===== config.mk =====
export PLATFORM = sky130hd
export DESIGN_NAME = mc_controller
export DESIGN_NICKNAME = d
export VERILOG_FILES = /design/src/rtl/mc_pkg.sv /design/src/rtl/mc_aludec.sv /design/src/rtl/mc_controller.sv
export SDC_FILE = /design/constraint.sdc
export NUM_CORES = 1
export LEC_CHECK = 0
export BUFFER_PORTS_ARGS = -buffer_cell sky130_fd_sc_hd__buf_2
export CAP_MARGIN = 20
export CORE_ASPECT_RATIO = 0.5
export CORE_MARGIN = 5
export CORE_UTILIZATION = 40
export DETAILED_ROUTE_END_ITERATION = 8
export PLACE_DENSITY = 0.79
export REMOVE_ABC_BUFFERS = 1
export SLEW_MARGIN = 20
export SYNTH_ARGS = -nofsm -noshare
export SYNTH_HDL_FRONTEND = slang
export SYNTH_SLANG_ARGS = --single-unit

===== constraint.sdc =====
create_clock -name clk -period 2.3 [get_ports clk]
set_clock_uncertainty 0.05 [all_clocks]
set_input_delay 0.69 -clock clk [delete_from_list [all_inputs] [get_ports clk]]
set_output_delay 0.69 -clock clk [all_outputs]
set_load 0.05 [all_outputs]

===== src/rtl/mc_pkg.sv =====
// Shared types and encodings for the multicycle MIPS control unit.
// Optional build macro: MC_CTRL_ILLEGAL_TRAP_EN adds the TRAP state.
package mc_pkg;

  typedef enum logic [3:0] {
    FETCH, DECODE, MEMADR, MEMRD, MEMWB, MEMWR, EXECUTE,
    ALUWB, BRANCH, ADDIEX, ADDIWB, JUMP, JR
`ifdef MC_CTRL_ILLEGAL_TRAP_EN
    , TRAP
`endif
  } statetype;

  localparam logic [5:0] OP_RTYPE = 6'b000000;
  localparam logic [5:0] OP_LW    = 6'b100011;
  localparam logic [5:0] OP_SW    = 6'b101011;
  localparam logic [5:0] OP_BEQ   = 6'b000100;
  localparam logic [5:0] OP_BNE   = 6'b000101;
  localparam logic [5:0] OP_ADDI  = 6'b001000;
  localparam logic [5:0] OP_J     = 6'b000010;

  localparam logic [5:0] FN_ADD = 6'b100000;
  localparam logic [5:0] FN_SUB = 6'b100010;
  localparam logic [5:0] FN_AND = 6'b100100;
  localparam logic [5:0] FN_OR  = 6'b100101;
  localparam logic [5:0] FN_SLT = 6'b101010;
  localparam logic [5:0] FN_JR  = 6'b001000;

  localparam logic [2:0] ALU_ADD = 3'b010;
  localparam logic [2:0] ALU_SUB = 3'b110;
  localparam logic [2:0] ALU_AND = 3'b000;
  localparam logic [2:0] ALU_OR  = 3'b001;
  localparam logic [2:0] ALU_SLT = 3'b111;

  localparam logic [1:0] SRCB_B     = 2'b00;
  localparam logic [1:0] SRCB_FOUR  = 2'b01;
  localparam logic [1:0] SRCB_IMM   = 2'b10;
  localparam logic [1:0] SRCB_IMMSH = 2'b11;

  localparam logic [1:0] PC_ALU    = 2'b00;
  localparam logic [1:0] PC_ALUOUT = 2'b01;
  localparam logic [1:0] PC_JUMP   = 2'b10;
  localparam logic [1:0] PC_JR     = 2'b11;

  // R-type functs the ALU decoder actually implements (jr is handled by the FSM).
  function automatic logic funct_known(input logic [5:0] f);
    return (f == FN_ADD) || (f == FN_SUB) || (f == FN_AND) ||
           (f == FN_OR)  || (f == FN_SLT);
  endfunction

endpackage


===== src/rtl/mc_aludec.sv =====
// R-type ALU decoder: funct field to ALU operation, unknown functs decode as add.
module mc_aludec
  import mc_pkg::*;
(
  input  logic [5:0] funct,
  output logic [2:0] alucontrol
);

  always_comb begin
    case (funct)
      FN_SUB:  alucontrol = ALU_SUB;
      FN_AND:  alucontrol = ALU_AND;
      FN_OR:   alucontrol = ALU_OR;
      FN_SLT:  alucontrol = ALU_SLT;
      default: alucontrol = ALU_ADD;
    endcase
  end

endmodule


===== src/rtl/mc_controller.sv =====
// Multicycle MIPS control FSM with memory request/ready handshake and wait timeout.
// Optional build macro: MC_CTRL_ILLEGAL_TRAP_EN (illegal opcodes park in TRAP).
module mc_controller
  import mc_pkg::*;
#(
  parameter int WAIT_W = 8
) (
  input  logic       clk,
  input  logic       reset,
  input  logic [5:0] op,
  input  logic [5:0] funct,
  input  logic       zero,
  input  logic       memready,
  output logic       memreq,
  output logic       iord,
  output logic       irwrite,
  output logic       memwrite,
  output logic       memtoreg,
  output logic       regdst,
  output logic       regwrite,
  output logic       alusrca,
  output logic [1:0] alusrcb,
  output logic [1:0] pcsrc,
  output logic       pcen,
  output logic [2:0] alucontrol,
  output logic       memtimeout,
  output logic       illegal
);

  statetype          state, state_next;
  logic [WAIT_W-1:0] wait_cnt, wait_next;
  logic              mem_state;
  logic              timeout;
  logic [2:0]        rtype_alu;

  mc_aludec u_aludec (
    .funct      (funct),
    .alucontrol (rtype_alu)
  );

  assign mem_state = (state == FETCH) || (state == MEMRD) || (state == MEMWR);
  assign timeout   = mem_state && !memready && (wait_cnt == '1);

  always_comb begin
    state_next = state;
    case (state)
      FETCH:   if (memready) state_next = DECODE;
      DECODE: begin
        case (op)
          OP_LW, OP_SW:   state_next = MEMADR;
          OP_RTYPE: begin
            if (funct == FN_JR) state_next = JR;
`ifdef MC_CTRL_ILLEGAL_TRAP_EN
            else if (!funct_known(funct)) state_next = TRAP;
`endif
            else state_next = EXECUTE;
          end
          OP_BEQ, OP_BNE: state_next = BRANCH;
          OP_ADDI:        state_next = ADDIEX;
          OP_J:           state_next = JUMP;
`ifdef MC_CTRL_ILLEGAL_TRAP_EN
          default:        state_next = TRAP;
`else
          default:        state_next = FETCH;
`endif
        endcase
      end
      MEMADR:  state_next = (op == OP_SW) ? MEMWR : MEMRD;
      MEMRD: begin
        if (memready)     state_next = MEMWB;
        else if (timeout) state_next = FETCH;
      end
      MEMWR:   if (memready || timeout) state_next = FETCH;
      EXECUTE: state_next = ALUWB;
      ADDIEX:  state_next = ADDIWB;
`ifdef MC_CTRL_ILLEGAL_TRAP_EN
      TRAP:    state_next = TRAP;
`endif
      default: state_next = FETCH;
    endcase
  end

  // Counter restarts on every entry to a request state, including a timeout retry of FETCH.
  assign wait_next = (mem_state && (state_next == state) && !timeout)
                   ? wait_cnt + WAIT_W'(1) : '0;

  always_ff @(posedge clk or negedge reset) begin
    if (!reset) begin
      state    <= FETCH;
      wait_cnt <= '0;
    end else begin
      // NOTE: non-blocking assignments so every flop samples pre-edge values.
      state    <= state_next;
      wait_cnt <= wait_next;
    end
  end

  always_comb begin
    // NOTE: every output gets a default first, so no state leaves one unassigned (no latch).
    memreq     = 1'b0;
    iord       = 1'b0;
    irwrite    = 1'b0;
    memwrite   = 1'b0;
    memtoreg   = 1'b0;
    regdst     = 1'b0;
    regwrite   = 1'b0;
    alusrca    = 1'b0;
    alusrcb    = SRCB_B;
    pcsrc      = PC_ALU;
    pcen       = 1'b0;
    alucontrol = ALU_AND;
    case (state)
      FETCH: begin
        memreq     = 1'b1;
        alusrcb    = SRCB_FOUR;
        alucontrol = ALU_ADD;
        irwrite    = memready;
        pcen       = memready;
      end
      DECODE: begin
        alusrcb    = SRCB_IMMSH;
        alucontrol = ALU_ADD;
      end
      MEMADR, ADDIEX: begin
        alusrca    = 1'b1;
        alusrcb    = SRCB_IMM;
        alucontrol = ALU_ADD;
      end
      MEMRD: begin
        memreq = 1'b1;
        iord   = 1'b1;
      end
      MEMWB: begin
        memtoreg = 1'b1;
        regwrite = 1'b1;
      end
      MEMWR: begin
        memreq   = 1'b1;
        iord     = 1'b1;
        memwrite = 1'b1;
      end
      EXECUTE: begin
        alusrca    = 1'b1;
        alucontrol = rtype_alu;
      end
      ALUWB: begin
        regdst   = 1'b1;
        regwrite = 1'b1;
      end
      BRANCH: begin
        alusrca    = 1'b1;
        alucontrol = ALU_SUB;
        pcsrc      = PC_ALUOUT;
        pcen       = (op == OP_BNE) ? ~zero : zero;
      end
      ADDIWB:  regwrite = 1'b1;
      JUMP: begin
        pcsrc = PC_JUMP;
        pcen  = 1'b1;
      end
      JR: begin
        pcsrc = PC_JR;
        pcen  = 1'b1;
      end
      default: ;
    endcase
    // An abandoned access must not commit anything.
    if (timeout) begin
      irwrite  = 1'b0;
      pcen     = 1'b0;
      regwrite = 1'b0;
      memwrite = 1'b0;
    end
    // Reset low kills requests and write enables combinationally, not just at the next edge.
    if (!reset) begin
      memreq   = 1'b0;
      irwrite  = 1'b0;
      pcen     = 1'b0;
      regwrite = 1'b0;
      memwrite = 1'b0;
    end
  end

  assign memtimeout = timeout && reset;

`ifdef MC_CTRL_ILLEGAL_TRAP_EN
  assign illegal = (state == TRAP);
`else
  assign illegal = 1'b0;
`endif

endmodule


==> out/qor.csv <==
stage,metric,value,unit
run_status,status,"complete, but fails checks",
run_status,failing checks,negative setup slack,
sta,Worst slew margin,62.3,%
clocking,CTS buffer count,3,
pwr,switch share,50.0,%
final_layout,diodes inserted,0,
yosys,post-synth top area cell,dfrtp_1,
sta,"Hold Vio Cnt, Final",0,
grt,grt total ovfl,0,
sta,"Slew Viols, Final",0,
placement,GP Congestion,0.834,
clocking,Clock Pin Slew Worst Setup and Hold Paths,0.06,ns
clocking,depth of the CTS H-tree,1,
drt,via density per instance,6.34,
yosys,"Distinct cells, synth",52,
floorplanning,die height,48.6,µm
grt,Total Routing Usage GR,18.5,%
sta,"Setup violations, final",7,
drt,# DRC,0,
floorplanning,full die area,4240,µm²
placement,post-DP HPWL,2.76,mm
yosys,most frequent cell after synthesis,nor2_1,
yosys,Post-synth top flop,dfrtp_1,
floorplanning,Die X,87.3,µm
final_layout,area of the multi-input gates,993,µm²
clocking,clk root buf,clkbuf_8,
grt,antenna violations before repair,0,
clocking,CTS tree,built,
critical_path,r2r startpoint,state[2],
placement,dpl cells,240,
pwr,Cell Int Power,0.932,mW
final_layout,Seq. cell area,305,µm²
clocking,CTS sink cnt,12,
floorplanning,core box area,2930,µm²
job,Max Cap Viol,0,
drt,vias,1629,
pwr,Pwr Total,1.86,mW
drt,Initial DRC Count,173,
drt,Final Routed Wirelength,4.98,mm
pwr,Clk pwr share,10.4,%
critical_path,highest-delay cell along the critical path,nor4_4,
grt,vias in the first global route,1385,
yosys,synth warn,0,
sta,RSZ-0062 raised after global routing,true,
min_path,HP Class,input port to asynchronous set/reset pin,
final_layout,fill count,191,
floorplanning,# rows,14,
sta,final hold slack,0.375,ns
final_layout,area grow syn2layout,68.2,%
final_layout,fin cells,257,
sta,Setup TNS Final,-0.566,ns
pwr,Peak VDD IR,0.526,mV
sta,Tcrit/Tclk final,108,%
pwr,Sw Pwr,0.931,mW
pwr,Pleak,0.831,nW
yosys,synthesized area per cell,7.90,µm²
yosys,top-area cell type share of the netlist area,25.2,%
final_layout,fraction of layout cells with a size suffix above 1,53.0,%
final_layout,fin nets,236,
critical_path,Stages on worst setup path,6,
critical_path,startpoint class of the critical path,input port,
yosys,Syn Inst Count,151,
pwr,Reg power frac,15.5,%
drt,antenna-violating nets left,0,
critical_path,crit path cell chain,"buf_8, nor4_4, a31o_2, o2111ai_2, a21oi_2, buf_6",
floorplanning,I/O pin cnt,34,
yosys,asr flop ratio synth,100,%
critical_path,critical path's largest stage delay,0.30,ns
yosys,Yosys reg bits,12,
placement,worst slack at placement,-0.379,ns
critical_path,Worst EP arrival,1.75,ns
yosys,"top cells by area, synth","dfrtp_1 (25%), a21oi_1 (5.5%), a211oi_1 (4.4%)",
grt,global-route wire length before repair,6.51,mm
critical_path,Register-to-Register Path Depth,6,
yosys,Netlist Area Pre-Place,1190,µm²
sta,final worst slack,-0.185,ns
sta,FMAX,402,MHz
critical_path,Worst EP required,1.56,ns
clocking,worst skew pair latency,0.25,ns
critical_path,CP top delay family,compound AO/OA/AOI/OAI gates,
yosys,number of flops mapped to enable cells by yosys,0,
critical_path,critical path type,input port to primary output,
critical_path,critical-path maximum fanout,2,
sta,post-layout min period,2.49,ns
pwr,pwr/cell area,928,nW/µm²
critical_path,Critical Path Start,op[5],
floorplanning,starting density of the core,40.8,%
critical_path,Crit. End Element,primary output,
pwr,Comb pwr share,74.2,%
clocking,clock buffer depth,2,
yosys,post-synthesis sequential area ratio,25.2,%
drt,drt first pass iters,5,
sta,actual slew at the worst max-slew pin,0.566,ns
grt,largest net degree at the start of global routing,11,
yosys,"top cells by count, synth","nor2_1 (14), a21oi_1 (13), dfrtp_1 (12)",
placement,PortBufs,32,
critical_path,Buf/Inv on CP,2,
drt,Routed WL per cell,19.4,µm
==> per-stage QoR <==
step	instance area (µm²)	util, %
4_1_cts	1810	61.9
6_report	2010	68.6
3_3_place_gp	1580	54.0
5_1_grt	2010	68.6
2_1_floorplan	1130	-
3_5_place_dp	1580	54.0
==> timing repair <==
| action | CTS | global route |
|---|---|---|
| setup buffers | 7 | 7 |
| hold buffers | 0 | 0 |
| endpoints found under the setup margin | 11 | 13 |
| pin swaps | 5 | 4 |
| gates resized for setup | 39 | 39 |
==> power groups by stage <==
stage	Combinational [mW]	Sequential, mW	Clock (mW)
global placement	0.940	0.285	0
detailed placement	0.963	0.288	0
floorplan	0.574	0.318	0
finish	1.38	0.288	0.193
CTS	1.13	0.288	0.186
global route	1.45	0.291	0.200
==> final cells by class <==
cell class              instances  share of cell area, %
multi-input cells             124                   49.5
repair buffers                 74                   29.8
well taps                      40                   2.49
flip-flops and latches         12                   15.2
clock buffers                   3                   2.06
inverters                       4                  0.997
==> layout by cell type, fill, tap and decap left out, drive strengths merged, types with 7 or more instances in the layout <==
cell and count:
a211oi 7, a21oi 13, buf 73, dfrtp 12, nand2 8, nand3 8, nor2 14, nor3 7
o21ai 7
==> flip-flops by register name, summed over array words and instances, names as in the netlist <==
| name | count |
|---|---|
| wait_cnt | 8 |
| state | 4 |
==> logic make-up (layout without fill, tap and decap cells) <==
kind of cell | after synthesis | count (layout) | share of synthesized area, %
other | 1 | 1 | 0.314
muxes | 3 | 3 | 2.62
buffers and inverters | 15 | 81 | 6.18
DFF | 12 | 12 | 25.2
adders and majority gates | 1 | 1 | 1.05
and+or+nand+nor | 62 | 62 | 29.1
xor gates and xnor gates | 8 | 8 | 6.50
AOI/OAI and AO/OA | 49 | 49 | 29.0
==> final timing paths <==
kind                               endpoint  slack, ns
worst max-delay path                   pcen      -0.19
worst min-delay path               state[3]       0.38
max in group asynchronous       wait_cnt[6]       1.66
worst max register to register  wait_cnt[5]       0.30
min in group clk                wait_cnt[0]       0.53
worst min register to register  wait_cnt[0]       0.53
==> routing by layer <==
metal | part of all wire [%] | vias to the layer above | track usage, %
met1 | 39 | 768 | 22.9
met3 | 7.5 | 29 | 3.56
met4 | 4.8 | 0 | 7.14
met2 | 48 | 129 | 31.4
li1 | - | 703 | -
met5 | 0 | - | 0
(Power assumes the default switching activity.)
